<file path="config.mk">
export PLATFORM = sky130hd
export DESIGN_NAME = c3lib_ckmux4_sel_ctrl
export DESIGN_NICKNAME = d
export VERILOG_FILES = /design/src/rtl/c3lib_ckmux4_sel_ctrl.sv
export SDC_FILE = /design/constraint.sdc
export NUM_CORES = 1
export LEC_CHECK = 0
export ABC_AREA = 0
export CAP_MARGIN = 15
export CORE_UTILIZATION = 40
export CTS_CLUSTER_DIAMETER = 40
export DETAILED_ROUTE_END_ITERATION = 10
export PLACE_DENSITY = 0.58
export SYNTH_ARGS = -nofsm -noshare
export SYNTH_HDL_FRONTEND = slang
export SYNTH_SLANG_ARGS = --single-unit
</file>
<file path="constraint.sdc">
create_clock -name clk -period 2.7 [get_ports clk]
set_input_delay 0.675 -clock clk [delete_from_list [all_inputs] [get_ports clk]]
set_output_delay 0.675 -clock clk [all_outputs]
set_load 0.01 [all_outputs]
</file>
<file path="src/rtl/c3lib_ckmux4_sel_ctrl.sv">
// Select sequencer for a 4:1 clock mux: gate the muxed clock, change {s1,s0}, settle, then re-enable.
// Every output is registered, so the mux and the gate never see a combinational glitch from this block.
module c3lib_ckmux4_sel_ctrl #(
    parameter int         GATE_WAIT   = 4,
    parameter int         SETTLE_WAIT = 4,
    parameter logic [1:0] RST_SEL     = 2'b00
) (
    input  logic       clk,
    input  logic       rst,
    input  logic       req_vld,
    input  logic [1:0] req_sel,
    output logic       req_rdy,
    output logic       s0,
    output logic       s1,
    output logic       ck_en,
    output logic       busy,
    output logic       done,
    output logic [1:0] dbg_state
);

    // Handshake: a request transfers on a rising clk edge where req_vld && req_rdy;
    // req_rdy is a registered IDLE decode and never looks at req_vld.

    typedef enum logic [1:0] {
        IDLE   = 2'd0,
        GATE   = 2'd1,
        SETTLE = 2'd2
    } state_t;

    localparam logic [7:0] GATE_LD   = 8'(GATE_WAIT - 1);
    localparam logic [7:0] SETTLE_LD = 8'(SETTLE_WAIT - 1);

    state_t     r_state, w_state;
    logic [7:0] r_cnt, w_cnt;
    logic [1:0] r_sel, w_sel;
    logic [1:0] r_pend_sel, w_pend_sel;
    logic       r_ck_en, w_ck_en;
    logic       r_busy, w_busy;
    logic       r_rdy, w_rdy;
    logic       r_done, w_done;
    logic       r_startup, w_startup;
    logic       w_accept;

    always_ff @(posedge clk or posedge rst) begin
        if (rst) begin
            r_state    <= SETTLE;
            r_cnt      <= SETTLE_LD;
            r_sel      <= RST_SEL;
            r_pend_sel <= RST_SEL;
            r_ck_en    <= 1'b0;
            r_busy     <= 1'b1;
            r_rdy      <= 1'b0;
            r_done     <= 1'b0;
            r_startup  <= 1'b1;
        end else begin
            r_state    <= w_state;
            r_cnt      <= w_cnt;
            r_sel      <= w_sel;
            r_pend_sel <= w_pend_sel;
            r_ck_en    <= w_ck_en;
            r_busy     <= w_busy;
            r_rdy      <= w_rdy;
            r_done     <= w_done;
            r_startup  <= w_startup;
        end
    end

    always_comb begin
        w_state    = r_state;
        w_cnt      = r_cnt;
        w_sel      = r_sel;
        w_pend_sel = r_pend_sel;
        w_ck_en    = r_ck_en;
        w_busy     = r_busy;
        w_rdy      = r_rdy;
        w_done     = 1'b0;
        w_startup  = r_startup;
        w_accept   = req_vld & r_rdy;

        case (r_state)
            IDLE: begin
                if (w_accept) begin
                    if (req_sel == r_sel) begin
                        w_done = 1'b1;
                    end else begin
                        w_pend_sel = req_sel;
                        w_state    = GATE;
                        w_ck_en    = 1'b0;
                        w_busy     = 1'b1;
                        w_rdy      = 1'b0;
                        w_cnt      = GATE_LD;
                    end
                end
            end
            GATE: begin
                // The select moves only here, with the clock gate already closed.
                if (r_cnt == 8'd0) begin
                    w_state = SETTLE;
                    w_sel   = r_pend_sel;
                    w_cnt   = SETTLE_LD;
                end else begin
                    w_cnt = r_cnt - 8'd1;
                end
            end
            SETTLE: begin
                if (r_cnt == 8'd0) begin
                    w_state   = IDLE;
                    w_ck_en   = 1'b1;
                    w_busy    = 1'b0;
                    w_rdy     = 1'b1;
                    w_done    = ~r_startup;
                    w_startup = 1'b0;
                end else begin
                    w_cnt = r_cnt - 8'd1;
                end
            end
            default: begin
                w_state = SETTLE;
                w_cnt   = SETTLE_LD;
                w_ck_en = 1'b0;
                w_busy  = 1'b1;
                w_rdy   = 1'b0;
            end
        endcase
    end

    assign req_rdy   = r_rdy;
    assign s0        = r_sel[0];
    assign s1        = r_sel[1];
    assign ck_en     = r_ck_en;
    assign busy      = r_busy;
    assign done      = r_done;
    assign dbg_state = r_state;

endmodule

</file>
-- Yosys cells after proc, flatten, opt, wreduce, memory -nomap -nowiden
Cells that the tools add are included.
- $add $sub $neg: 1
- equal/unequal tests: 8
- multiplexer cells: 22
- bitwise gates (word level): 4
- reductions and logical operators: 8
- operators by type and width (kind ; count):
    two-way mux 8 bit ; 4
    case mux 8 bit (3 select lines) ; 1
    inequality test 2 bit, second input constant ; 5
    two-way mux 1 bit ; 9
    logical NOT 8 bit ; 1
    two-way mux 2 bit ; 4
    AND reduction 4 bit ; 2
    subtractor 8 x 1 -> 8 bit, second input constant ; 1
    case mux 1 bit (3 select lines) ; 2
    case mux 2 bit (3 select lines) ; 1
    AND reduction 3 bit ; 2
    AND reduction 2 bit ; 2
    inverter 1 bit ; 3
    == test 2 x 1 -> 1 bit, second input constant ; 1
    == test 2 bit ; 1
    == test 2 bit, second input constant ; 1
    logical NOT 2 bit ; 1
    case mux 1 bit (2 select lines) ; 1
    AND 1 bit ; 1
- register bits: 18
- bits of input ports: 5
- output and inout bits: 8
- word-level logic and storage cells: 51

-- Depth between registers and ports, before layout
- depth in word-level cells: 4
- depth in mapped cells: 6
- mapped depth without buffers: 6

-- Least setup slack after synthesis
OpenSTA, ideal clock, no wires.
- path kind: reg2reg
- from: reg r_state[1] (netlist: dbg_state[1])
- to: reg r_cnt[7]
- library setup time: 0.080 ns
- arrival time: 1.896 ns
- data required time: 2.620 ns
- setup slack: 0.723 ns
- cell stages (with the launch flop): 6
- period minus slack after synthesis: 1.977 ns
- cells stage by stage: dfstp_2 > inv_1 > ha_1 > or4b_1 > or4_1 > o211ai_2
- longest elaborated chain between the ends: 3
- elaborated cells between the ends (all ways): 8
- classes of those cells: 5 x eq/ne; 1 x mux; 2 x reduce/logical
- RTL lines (element ; line ; text):
    start: declaration ; 33 ; state_t r_state, w_state;
    start signal: assignment ; 56 ; r_state <= w_state;
    == test 2 bit / logical NOT 2 bit (equally long branches) ; 80 ; case (r_state)
    inequality test 2 bit (no source line) ; n/a ;
    AND reduction 3 bit (no source line) ; n/a ;
    end signal: assignment ; 57 ; r_cnt <= w_cnt;
    end: declaration ; 34 ; logic [7:0] r_cnt, w_cnt;
Parallel ways exist; a longest one is shown, timed or not.
A chain may end at the register's enable or synchronous reset.

-- Worst setup path after layout
Same ends and word-level chain as after synthesis.

==> run summary <==
The kind of path behind the tightest hold check is flip-flop to flip-flop. Compared with the post-synthesis result, the final layout area differs by 16.6%. Sorting the synthesized cells by how often they occur yields 13 x sky130_fd_sc_hd__dfrtp_1, 12 x sky130_fd_sc_hd__inv_1, 6 x sky130_fd_sc_hd__a21oi_1. The final worst-path setup slack came out at 0.578 ns. The worst slew slack as a fraction of its limit came out at 54.5%.

Yosys instantiated no cell more often than sky130_fd_sc_hd__dfrtp_1. For this block, the routed nets add up to 2290 um of wire. Yosys printed 0 warnings. The run finished with clean final reports.

The share of the yosys chip area belonging to registers came out at 42.5%. The clock sink count is 18. Setup repair after global routing left no endpoint under its margin. The overall die width came out at 53.8 um. Once detailed placement completed, the half-perimeter wirelength came to 1660 um.

The final instance area is 0.00125 mm2. The depth of the CTS H-tree came out at 1. The slowest stage of the critical path is the sky130_fd_sc_hd__dfstp_2 cell. The number of hold violations in the final report is 0. The worst path uses 78.6% of the clock period.

By area the synthesized netlist is led by sky130_fd_sc_hd__dfrtp_1 30%, sky130_fd_sc_hd__dfstp_2 12%, sky130_fd_sc_hd__ha_1 5.8%. The detailed-route vias per instance came out at 6.10. Prior to clock tree synthesis, the placed netlist has a worst setup slack of 0.363 ns. The power density normalized to cell area is 364 mW/mm2. Subtracting the final worst setup slack from the clock period gives 2.12 ns.

The cell type with the highest aggregate area in the netlist is sky130_fd_sc_hd__dfrtp_1. The fraction of synthesis flops using an asynchronous set or reset pin is 100%. The first global-routing pass estimated 3780 um of wire.

Global routing finished with a remaining overflow of 0. The category of the worst setup path capture point is a flip-flop. The actual slew at the worst max-slew pin came out at 0.682 ns. The later pin in the worst-skew pair is clocked with a latency of 0.31 ns.

The number of nets in the synthesized netlist came out at 116. The leakage power is 0.521 nW. The clock transition at the registers of the reported paths is 0.11 ns. The most used flip-flop cell after synthesis is sky130_fd_sc_hd__dfrtp_1. The kind of critical path is flip-flop to flip-flop. The highest ir drop seen on vdd is 0.000315 V. The maximum operating frequency came out at 0.471 GHz. The total negative slack for setup checks came out at 0 ns. The number of remaining DRC errors is 0. The average wire per standard cell came out at 15.4 um. Clock tree synthesis selected as its root buffer the cell sky130_fd_sc_hd__clkbuf_4. The signal on the critical path passes through ha_1, nor2_2, or4b_1, or4_1, o211ai_2. The worst path arrival time is 2.37 ns. The DRC violation total after the first TritonRoute iteration is 46.

In this run, post-CTS repair resized a total of 0 instances. During I/O placement, the number of pins put on the boundary was 13. The max-capacitance violation count is 0. The standard cell area after detailed placement is 0.00122 mm2. The final layout contains 130 nets. The core outline area came out at 0.00250 mm2. The initial antenna violation count is 0. Buffers inserted during clock tree synthesis total 3. The area of the die came out at 0.00290 mm2. Detailed routing inserted a total of 909 vias. The length of the first detailed-routing pass in iterations is 4. The starting density of the core is 43.0%. The fill cell instance count of the final layout came out at 225. The number of global-route vias before repair is 764. The vertical extent of the die is 53.8 um. The maximum fanout count along the critical path came out at 8. The count of nets left with antenna violations once routing finished came out at 0. The number of enable flip-flop cells after synthesis came out at 0. The type of element launching the critical path is a flip-flop. The synthesized flop and latch total came out at 18. The diode insertion count for antenna repair came out at 0. Across the routed clock network, the largest skew measured is 0.00985 ns.

In the final layout, the share of cells above drive strength 1 is 16.8%. The per-instance average area after synthesis is 10.1 um2. The TritonCTS clock tree is done. After floorplanning, the core was divided into 18 placement rows. Routability-driven placement finished with a final weighted congestion of 0.822. The post-synthesis cell type count came out at 40. Setup violations remaining at the end of the flow were counted as 0. The number of slew-limit violations in the final report is 0.

The count of buffers from port buffering is 12. Entering global routing, the biggest net connects 19 pins. The longest clock path from root to sink contains 2 buffers. The hold buffer count at CTS came out at 0. The number of buffers added for setup after CTS is 0.

The cell area after technology mapping came out at 0.00107 mm2. The combined global-route utilization of all metal layers is 18.9%. The required time reported for the critical path endpoint came out at 2.94 ns. The synthesized instance count came out at 106. On the worst path, the slowest cell contributes a delay of 0.56 ns. The fraction of synthesized cell area taken by the top area cell type is 30.3%.
## sequential cells by signal, summed over array words and instances (netlist names)
register / flops
done: 1
busy: 1
r_cnt: 8
r_sel: 2
r_startup: 1
req_rdy: 1
r_pend_sel: 2
dbg_state: 2
## cells in the final DEF (no fill, tap or decap), types with 3 or more instances in the layout
master                            netlist  routed
sky130_fd_sc_hd__ha_1                   5       5
sky130_fd_sc_hd__clkdlybuf4s50_1        0      12
sky130_fd_sc_hd__nor2_1                 3       3
sky130_fd_sc_hd__o21ai_0                5       5
sky130_fd_sc_hd__nor4_1                 3       3
sky130_fd_sc_hd__nand3_1                4       4
sky130_fd_sc_hd__o2111ai_1              4       4
sky130_fd_sc_hd__clkbuf_4               0       3
sky130_fd_sc_hd__dfrtp_1               13      13
sky130_fd_sc_hd__nand2_1                4       4
sky130_fd_sc_hd__a21oi_1                6       6
sky130_fd_sc_hd__o311ai_0               3       3
sky130_fd_sc_hd__mux2_2                 4       4
sky130_fd_sc_hd__dfstp_2                5       5
sky130_fd_sc_hd__inv_1                 12      12
## cell families after synthesis
logic type / Yosys count / synth area share (%)
AOI/OAI and AO/OA: 37 / 25.7
and+or+nand+nor: 24 / 13.6
DFF: 18 / 42.5
buffers and inverters: 15 / 5.59
muxes: 5 / 5.12
adders and majority gates: 5 / 5.82
xor gates and xnor gates: 2 / 1.63
## final timing paths
path / startpoint / endpoint / slack [ns] / cells after the start
worst min register to register: busy / busy / 0.48 / 2
min in group asynchronous: rst / req_rdy / 0.75 / 2
worst min-delay path: busy / busy / 0.48 / 2
max in group asynchronous: rst / r_cnt[5] / 1.50 / 2
worst max register to register: dbg_state[1] / r_cnt[7] / 0.58 / 5
worst max-delay path: dbg_state[1] / r_cnt[7] / 0.58 / 5
## where the power goes
group	leakage (nW)	internal (mW)	switching [mW]
clock network	0.0210	0.0824	0.0906
logic	0.276	0.00614	0.00749
registers	0.224	0.270	0
total	0.521	0.358	0.0981
## worst max-delay path, delay by kind of cell, from the launching register on
kind	cells	cell delay [ns]
AO/OA/AOI/OAI	1	0.14
flip-flops	1	0.56
AND/OR/NAND/NOR	3	1.03
adder cells (fa/ha/maj)	1	0.33
## final cells by class
type / count / area [um2] / area share (%)
Clock buffer: 4 / 36.3 / 2.89
Inverter: 12 / 45.0 / 3.59
Sequential cell: 18 / 457 / 36.4
Tap cell: 30 / 37.5 / 2.99
Timing Repair Buffer: 12 / 120 / 9.58
Multi-Input combinational cell: 73 / 558 / 44.5
## layer usage
metal  GRT usage, %  routed length (um)
met3           2.54                 118
met5              0                   0
met1           27.7                1120
met4           9.21                  32
met2           27.0                1010
## per-stage QoR
stage / power (mW) / hold slack, ns / util (%) / instances
final: 0.456 / 0.479 / 50.2 / 149
after global placement: 0.289 / 0.456 / 48.7 / 145
after CTS: 0.457 / 0.476 / 50.2 / 149
after global routing: 0.467 / 0.492 / 50.2 / 149
after floorplan: 0.281 / 0.470 / - / 106
after detailed placement: 0.289 / 0.460 / 48.7 / 145
Note: power is estimated with default switching activity, not from simulation.
